### src/rtl/sequenciador_polinomio.sv
// Sequencer that walks PONTOS points X = x0 + i*passo through the polynomial evaluator handshake.
// Optional per-point watchdog enabled by defining SEQ_TIMEOUT_EN.
module sequenciador_polinomio #(
  parameter int W       = 16,
  parameter int PONTOS  = 8,
  parameter int TIMEOUT = 255,
  parameter int AW      = (PONTOS > 1) ? $clog2(PONTOS) : 1
) (
  input  logic          ck_i,
  input  logic          rst_ni,
  input  logic          start_i,
  input  logic [W-1:0]  x0_i,
  input  logic [W-1:0]  passo_i,
  input  logic [W-1:0]  coef_a_i,
  input  logic [W-1:0]  coef_b_i,
  input  logic [W-1:0]  coef_c_i,
  output logic          inicio_o,
  output logic [W-1:0]  x_o,
  output logic [W-1:0]  a_o,
  output logic [W-1:0]  b_o,
  output logic [W-1:0]  c_o,
  input  logic          pronto_i,
  input  logic [W-1:0]  resultado_i,
  input  logic          overflow_i,
  output logic          ocupado_o,
  output logic          concluido_o,
  output logic [AW:0]   n_overflow_o,
  output logic          erro_timeout_o,
  input  logic [AW-1:0] rd_addr_i,
  output logic [W-1:0]  rd_data_o,
  output logic          rd_ovf_o
);

  localparam logic [AW-1:0] LAST = AW'(PONTOS - 1);

  // IDLE waits for start | START drives inicio | WAIT awaits pronto rise | DONE pulses concluido
  typedef enum logic [1:0] {
    IDLE  = 2'd0,
    START = 2'd1,
    WAIT  = 2'd2,
    DONE  = 2'd3
  } state_t;

  state_t        state_q, state_d;
  logic [W-1:0]  x_q, x_d;
  logic [W-1:0]  a_q, a_d;
  logic [W-1:0]  b_q, b_d;
  logic [W-1:0]  c_q, c_d;
  logic [W-1:0]  passo_q, passo_d;
  logic [AW-1:0] idx_q, idx_d;
  logic [AW:0]   nov_q, nov_d;
  logic          pronto_q;
  logic          pronto_rise;
  logic          wr_en;
  logic [W-1:0]  rd_data_q;
  logic          rd_ovf_q;
  logic [W:0]    mem_q [PONTOS];

`ifdef SEQ_TIMEOUT_EN
  localparam int CW = 16;
  logic [CW-1:0] cnt_q, cnt_d;
  logic          erro_q, erro_d;
`endif

  // A pronto still high from the previous point (or an aborted run) never reads as a new rise.
  assign pronto_rise = pronto_i & ~pronto_q;

  always_ff @(posedge ck_i or negedge rst_ni) begin
    if (!rst_ni) begin
      state_q  <= IDLE;
      x_q      <= '0;
      a_q      <= '0;
      b_q      <= '0;
      c_q      <= '0;
      passo_q  <= '0;
      idx_q    <= '0;
      nov_q    <= '0;
      pronto_q <= 1'b0;
`ifdef SEQ_TIMEOUT_EN
      cnt_q    <= '0;
      erro_q   <= 1'b0;
`endif
    end else begin
      state_q  <= state_d;
      x_q      <= x_d;
      a_q      <= a_d;
      b_q      <= b_d;
      c_q      <= c_d;
      passo_q  <= passo_d;
      idx_q    <= idx_d;
      nov_q    <= nov_d;
      pronto_q <= pronto_i;
`ifdef SEQ_TIMEOUT_EN
      cnt_q    <= cnt_d;
      erro_q   <= erro_d;
`endif
    end
  end

  always_comb begin
    state_d = state_q;
    x_d     = x_q;
    a_d     = a_q;
    b_d     = b_q;
    c_d     = c_q;
    passo_d = passo_q;
    idx_d   = idx_q;
    nov_d   = nov_q;
    wr_en   = 1'b0;
`ifdef SEQ_TIMEOUT_EN
    cnt_d   = cnt_q;
    erro_d  = erro_q;
`endif
    unique case (state_q)
      IDLE: begin
        if (start_i) begin
          x_d     = x0_i;
          a_d     = coef_a_i;
          b_d     = coef_b_i;
          c_d     = coef_c_i;
          passo_d = passo_i;
          idx_d   = '0;
          nov_d   = '0;
`ifdef SEQ_TIMEOUT_EN
          erro_d  = 1'b0;
`endif
          state_d = START;
        end
      end
      START: begin
`ifdef SEQ_TIMEOUT_EN
        cnt_d   = '0;
`endif
        state_d = WAIT;
      end
      WAIT: begin
        if (pronto_rise) begin
          wr_en = 1'b1;
          nov_d = nov_q + {{AW{1'b0}}, overflow_i};
          if (idx_q == LAST) begin
            state_d = DONE;
          end else begin
            idx_d   = idx_q + AW'(1);
            x_d     = x_q + passo_q;
            state_d = START;
          end
        end
`ifdef SEQ_TIMEOUT_EN
        else if (cnt_q == CW'(TIMEOUT - 1)) begin
          erro_d  = 1'b1;
          state_d = DONE;
        end else begin
          cnt_d = cnt_q + CW'(1);
        end
`endif
      end
      DONE: begin
        state_d = IDLE;
      end
      default: begin
        state_d = IDLE;
      end
    endcase
  end

  // Buffer is deliberately left out of reset so results survive an abort.
  always_ff @(posedge ck_i) begin
    if (wr_en) begin
      mem_q[idx_q] <= {overflow_i, resultado_i};
    end
  end

  always_ff @(posedge ck_i or negedge rst_ni) begin
    if (!rst_ni) begin
      rd_data_q <= '0;
      rd_ovf_q  <= 1'b0;
    end else begin
      {rd_ovf_q, rd_data_q} <= mem_q[rd_addr_i];
    end
  end

  assign inicio_o     = (state_q == START);
  assign concluido_o  = (state_q == DONE);
  assign ocupado_o    = (state_q != IDLE);
  assign x_o          = x_q;
  assign a_o          = a_q;
  assign b_o          = b_q;
  assign c_o          = c_q;
  assign n_overflow_o = nov_q;
  assign rd_data_o    = rd_data_q;
  assign rd_ovf_o     = rd_ovf_q;

`ifdef SEQ_TIMEOUT_EN
  assign erro_timeout_o = erro_q;
`else
  assign erro_timeout_o = 1'b0;
`endif

endmodule

### config.mk
export PLATFORM = sky130hd
export DESIGN_NAME = sequenciador_polinomio
export DESIGN_NICKNAME = d
export VERILOG_FILES = /design/src/rtl/sequenciador_polinomio.sv
export SDC_FILE = /design/constraint.sdc
export NUM_CORES = 1
export LEC_CHECK = 0
export CORE_MARGIN = 4
export CORE_UTILIZATION = 30
export CTS_CLUSTER_SIZE = 28
export DETAILED_ROUTE_END_ITERATION = 16
export PLACE_DENSITY_LB_ADDON = 0.08
export SYNTH_ARGS = -nofsm -noshare
export SYNTH_HDL_FRONTEND = slang
export SYNTH_SLANG_ARGS = --single-unit
### constraint.sdc
create_clock -name ck_i -period 3.35 [get_ports ck_i]
set_input_delay 0.8375 -clock ck_i [delete_from_list [all_inputs] [get_ports ck_i]]
set_output_delay 0.8375 -clock ck_i [all_outputs]
set_load 0.05 [all_outputs]
==> results.md <==
- The predominant post-synthesis flop cell is edfxtp_1.
- Setup repair after global routing left no endpoint under its margin.
- The standard-cell row count is 66.
- Sorting the synthesized cells by area gives the leading types as edfxtp_1, dfrtp_1, mux2_2.
- The critical path data required time is 2.51 ns.
- The actual slew at the worst max-slew pin is 0.9004 ns.
- The overall via count from detail_route is 5,911.
- The post-synth net total is 720.
- The run finished with clean final reports.
- For this run, the post-layout net count is 932.
- The routability-driven placement congestion ratio is 0.8056.
- The number of detailed-routing iterations run before antenna repair is 4.
- Once the clock tree was built, the setup fixing pass inserted 0 buffers.
- The maximum net fanout on the critical path is 8.
- In the final routed layout, each cell accounts on average for ~20 um.
- The most instantiated library cell after synthesis is edfxtp_1.
- Once detailed placement completed, the half-perimeter wirelength came to 16,480 um.
- The mean number of vias per cell is roughly 4.6.
- The number of antenna diodes in the final layout is 0.
- The remaining max-slew budget at the tightest pin is 39.97%.
- The aggregate negative setup slack is 0 ns.
- The TritonCTS clock tree is yes.
- Counting flops and latches in the post-synthesis netlist gives approximately 240.
- The total of warnings raised by yosys is 0.
- Counting flops with a built-in enable in the synthesized netlist gives 136.
- The area of the die is between 30,000 and 40,000 um2.
- Across the whole layout, storage elements account for 6761 um2.
- The total grt overflow is 0.
- For this design the static power due to leakage is ~0.005 uW.
- The critical path goes through or2_2 -> clkdlybuf4s50_1.
- The wire length reported by the detailed router is 25,020 um.
- The critical path endpoint category is a primary output.
- In this design, the stage delay of the slowest critical-path cell is 0.73 ns.
- The total count of hold-check failures in the final report is 0.
- Including well taps, the total number of placed cells is 1,219.
- The count of pins on the block boundary is 193.
- The share of the clock period used by the worst path after layout is 87.24%.
- The number of I/O port buffers is 191.
- The cell count after synthesis came out at between 500 and 600.
- STA classifies the critical path startpoint as a flip-flop.
- The fill cell instance count of the final layout is 3,053.
- TritonCTS created 29 clock buffers.
- In this run the remaining antenna-violating nets after routing total 0.
- The layout overhead on the synthesized area is 34.71%.
- In this run the vertical extent of the chip is 189.7 um.
- The first global-routing pass estimated roughly 40,000 um of wire.
- For this design, the slowest cell found on the critical path is clkdlybuf4s50_1.
- The number of global-route vias before repair came to 6,592.
- The number of hold buffers added after CTS is 0.
- In the final layout, the multi-input gates occupy 2997 um2.
- The initial antenna violation count is 1.
- VDD sags by at most 545.0 uV.
- The initial utilization of the core area, before any placement, comes to 30.43%.
- The horizontal extent of the die is roughly 190 um.
- The root cell of the clock tree is clkbuf_16.
- The core region is ~33,000 um2.
- The number of different library cells used by synthesis comes to 49.
- Final hold analysis gives a worst-case slack of 0.3554 ns.
- The initial DRC count is 248.
- The proportion of synthesized chip area in sequential cells is 68.30%.
- Entering global routing, the biggest net connects 59 pins.
- The leading area contributor after synthesis is edfxtp_1.
- The share of cells above drive strength 1 is 22.62%.
- The mean cell area of the mapped netlist is 16.61 um2.
- The highest achievable clock rate is 0.3422 GHz.
- The clock arrives with ~0.013 ns of skew.
- Setup violations remaining at the end of the flow were counted as 0.
- The commonest cells after synthesis are edfxtp_1, dfrtp_1, mux2_2.
- The tool flagged a number of max-cap violations equal to 0.
- After layout, the minimum clock period comes to 2.922 ns.
- The count of final max-slew check failures came to 0.
- The synthesized design devotes to its leading area cell type 41.25% of total area.
- The largest buffer count on any clock path is 3.
- The ratio of total power to cell area is 918.1 nW/um2.
- The mapped cell area is 9899 um2.
- The combined global-route utilization of all metal layers is between 10% and 20%.
- The clock transition at the registers of the reported paths is 0.06 ns.
- The share of synthesized registers carrying an async set or reset is 44.03%.
- The CTS sink count is about 240.
- The data arrival time of the worst path is 2.08 ns.
- Clock latency on the worst-skew pair, taken at its later pin, is 0.54 ns.
- In this run the number of H-tree levels came out at 1.
- The path class of the tightest hold or removal check is in2async.
- The count of non-filler cells in the finished layout is 1,273.
- The count of unresolved DRC violations after routing is 0.
- The kind of critical path is reg2out.
- Gates resized during post-CTS repair numbered 0.
[kinds of logic after synthesis]
kind of cell / after synthesis / synth area share (%)
other: 1 / 0.03788
AND/OR/NAND/NOR: 102 / 4.929
AO/OA/AOI/OAI: 68 / 4.221
XOR/XNOR: 13 / 1.150
adder cells (fa/ha/maj): 20 / 2.604
buffers and inverters: 32 / 1.605
flip-flops: 243 / 68.30
multiplexers: 117 / 17.15
[layout by cell type (no fill, tap or decap), types with 8 or more instances in the layout]
cell type and count:
nand2_1 34, clkinv_2 9, buf_4 13, and3_1 9
mux4_2 34, nand3_1 11, xor2_1 8, clkdlybuf4s50_1 189
o21ai_0 17, dfrtp_1 107, ha_1 19, edfxtp_1 136
clkbuf_16 29, nor2_1 22, a21oi_1 23, mux2_2 81
[power by group]
group	total, uW	internal (uW)	switching [uW]
registers	4130	3740	389
clock network	2980	1750	1230
logic	5130	2000	3130
total	12200	7500	4750
[flip-flops by register name (all words and copies together), names as in the netlist, 2 cells and up]
register      cells
rd_data_o        16
c_o              16
passo_q          16
x_o              16
idx_q             3
state_q           2
b_o              16
n_overflow_o      4
mem_q           136
a_o              16
[critical path, delay by kind of cell (launching register included)]
kind | cells | cell delay (ns)
buffers and inverters | 1 | 0.73
flip-flops | 1 | 0.45
AND/OR/NAND/NOR | 1 | 0.36
[final timing paths]
| kind | depth (start not counted) | start | endpoint | slack (ns) |
|---|---|---|---|---|
| max in group asynchronous | 2 | rst_ni | rd_data_o[0] | 2.16 |
| worst min register to register | 1 | b_o[10] | b_o[10] | 0.51 |
| min in group ck_i | 1 | b_o[10] | b_o[10] | 0.51 |
| worst max-delay path | 2 | state_q[1] | ocupado_o | 0.43 |
| worst min-delay path | 1 | rst_ni | rd_data_o[6] | 0.36 |
| worst max register to register | 8 | x_o[0] | x_o[12] | 0.77 |
[per-stage QoR]
stage / total power, uW / setup slack, ns / utilization [%] / instance area (um2)
final: 12240 / 0.4276 / 40.99 / 13340
after global routing: 12930 / 0.3571 / 40.99 / 13340
after CTS: 12420 / 0.3949 / 40.99 / 13340
after detailed placement: 9354 / 0.5843 / 38.19 / 12420
after global placement: 9303 / 0.6068 / 38.19 / 12420
after floorplan: 7672 / 0.5930 / - / 9899
[final cells by class]
cell class	count	share of cell area (%)
clock buffer	32	5.601
clock inverter	22	1.229
inverter	5	0.1407
multi-input combinational	321	22.47
sequential	243	50.70
tap	442	4.147
timing repair buffer	208	15.71
[routing by layer]
metal | share of wire [%] | GRT usage (%) | wire length, um
met1 | 43 | 18.02 | 10710
met2 | 47 | 22.44 | 11740
met3 | 8.7 | 5.138 | 2166
met5 | 0 | 0 | 0
met4 | 1.6 | 2.588 | 405
(Power assumes the default switching activity.)
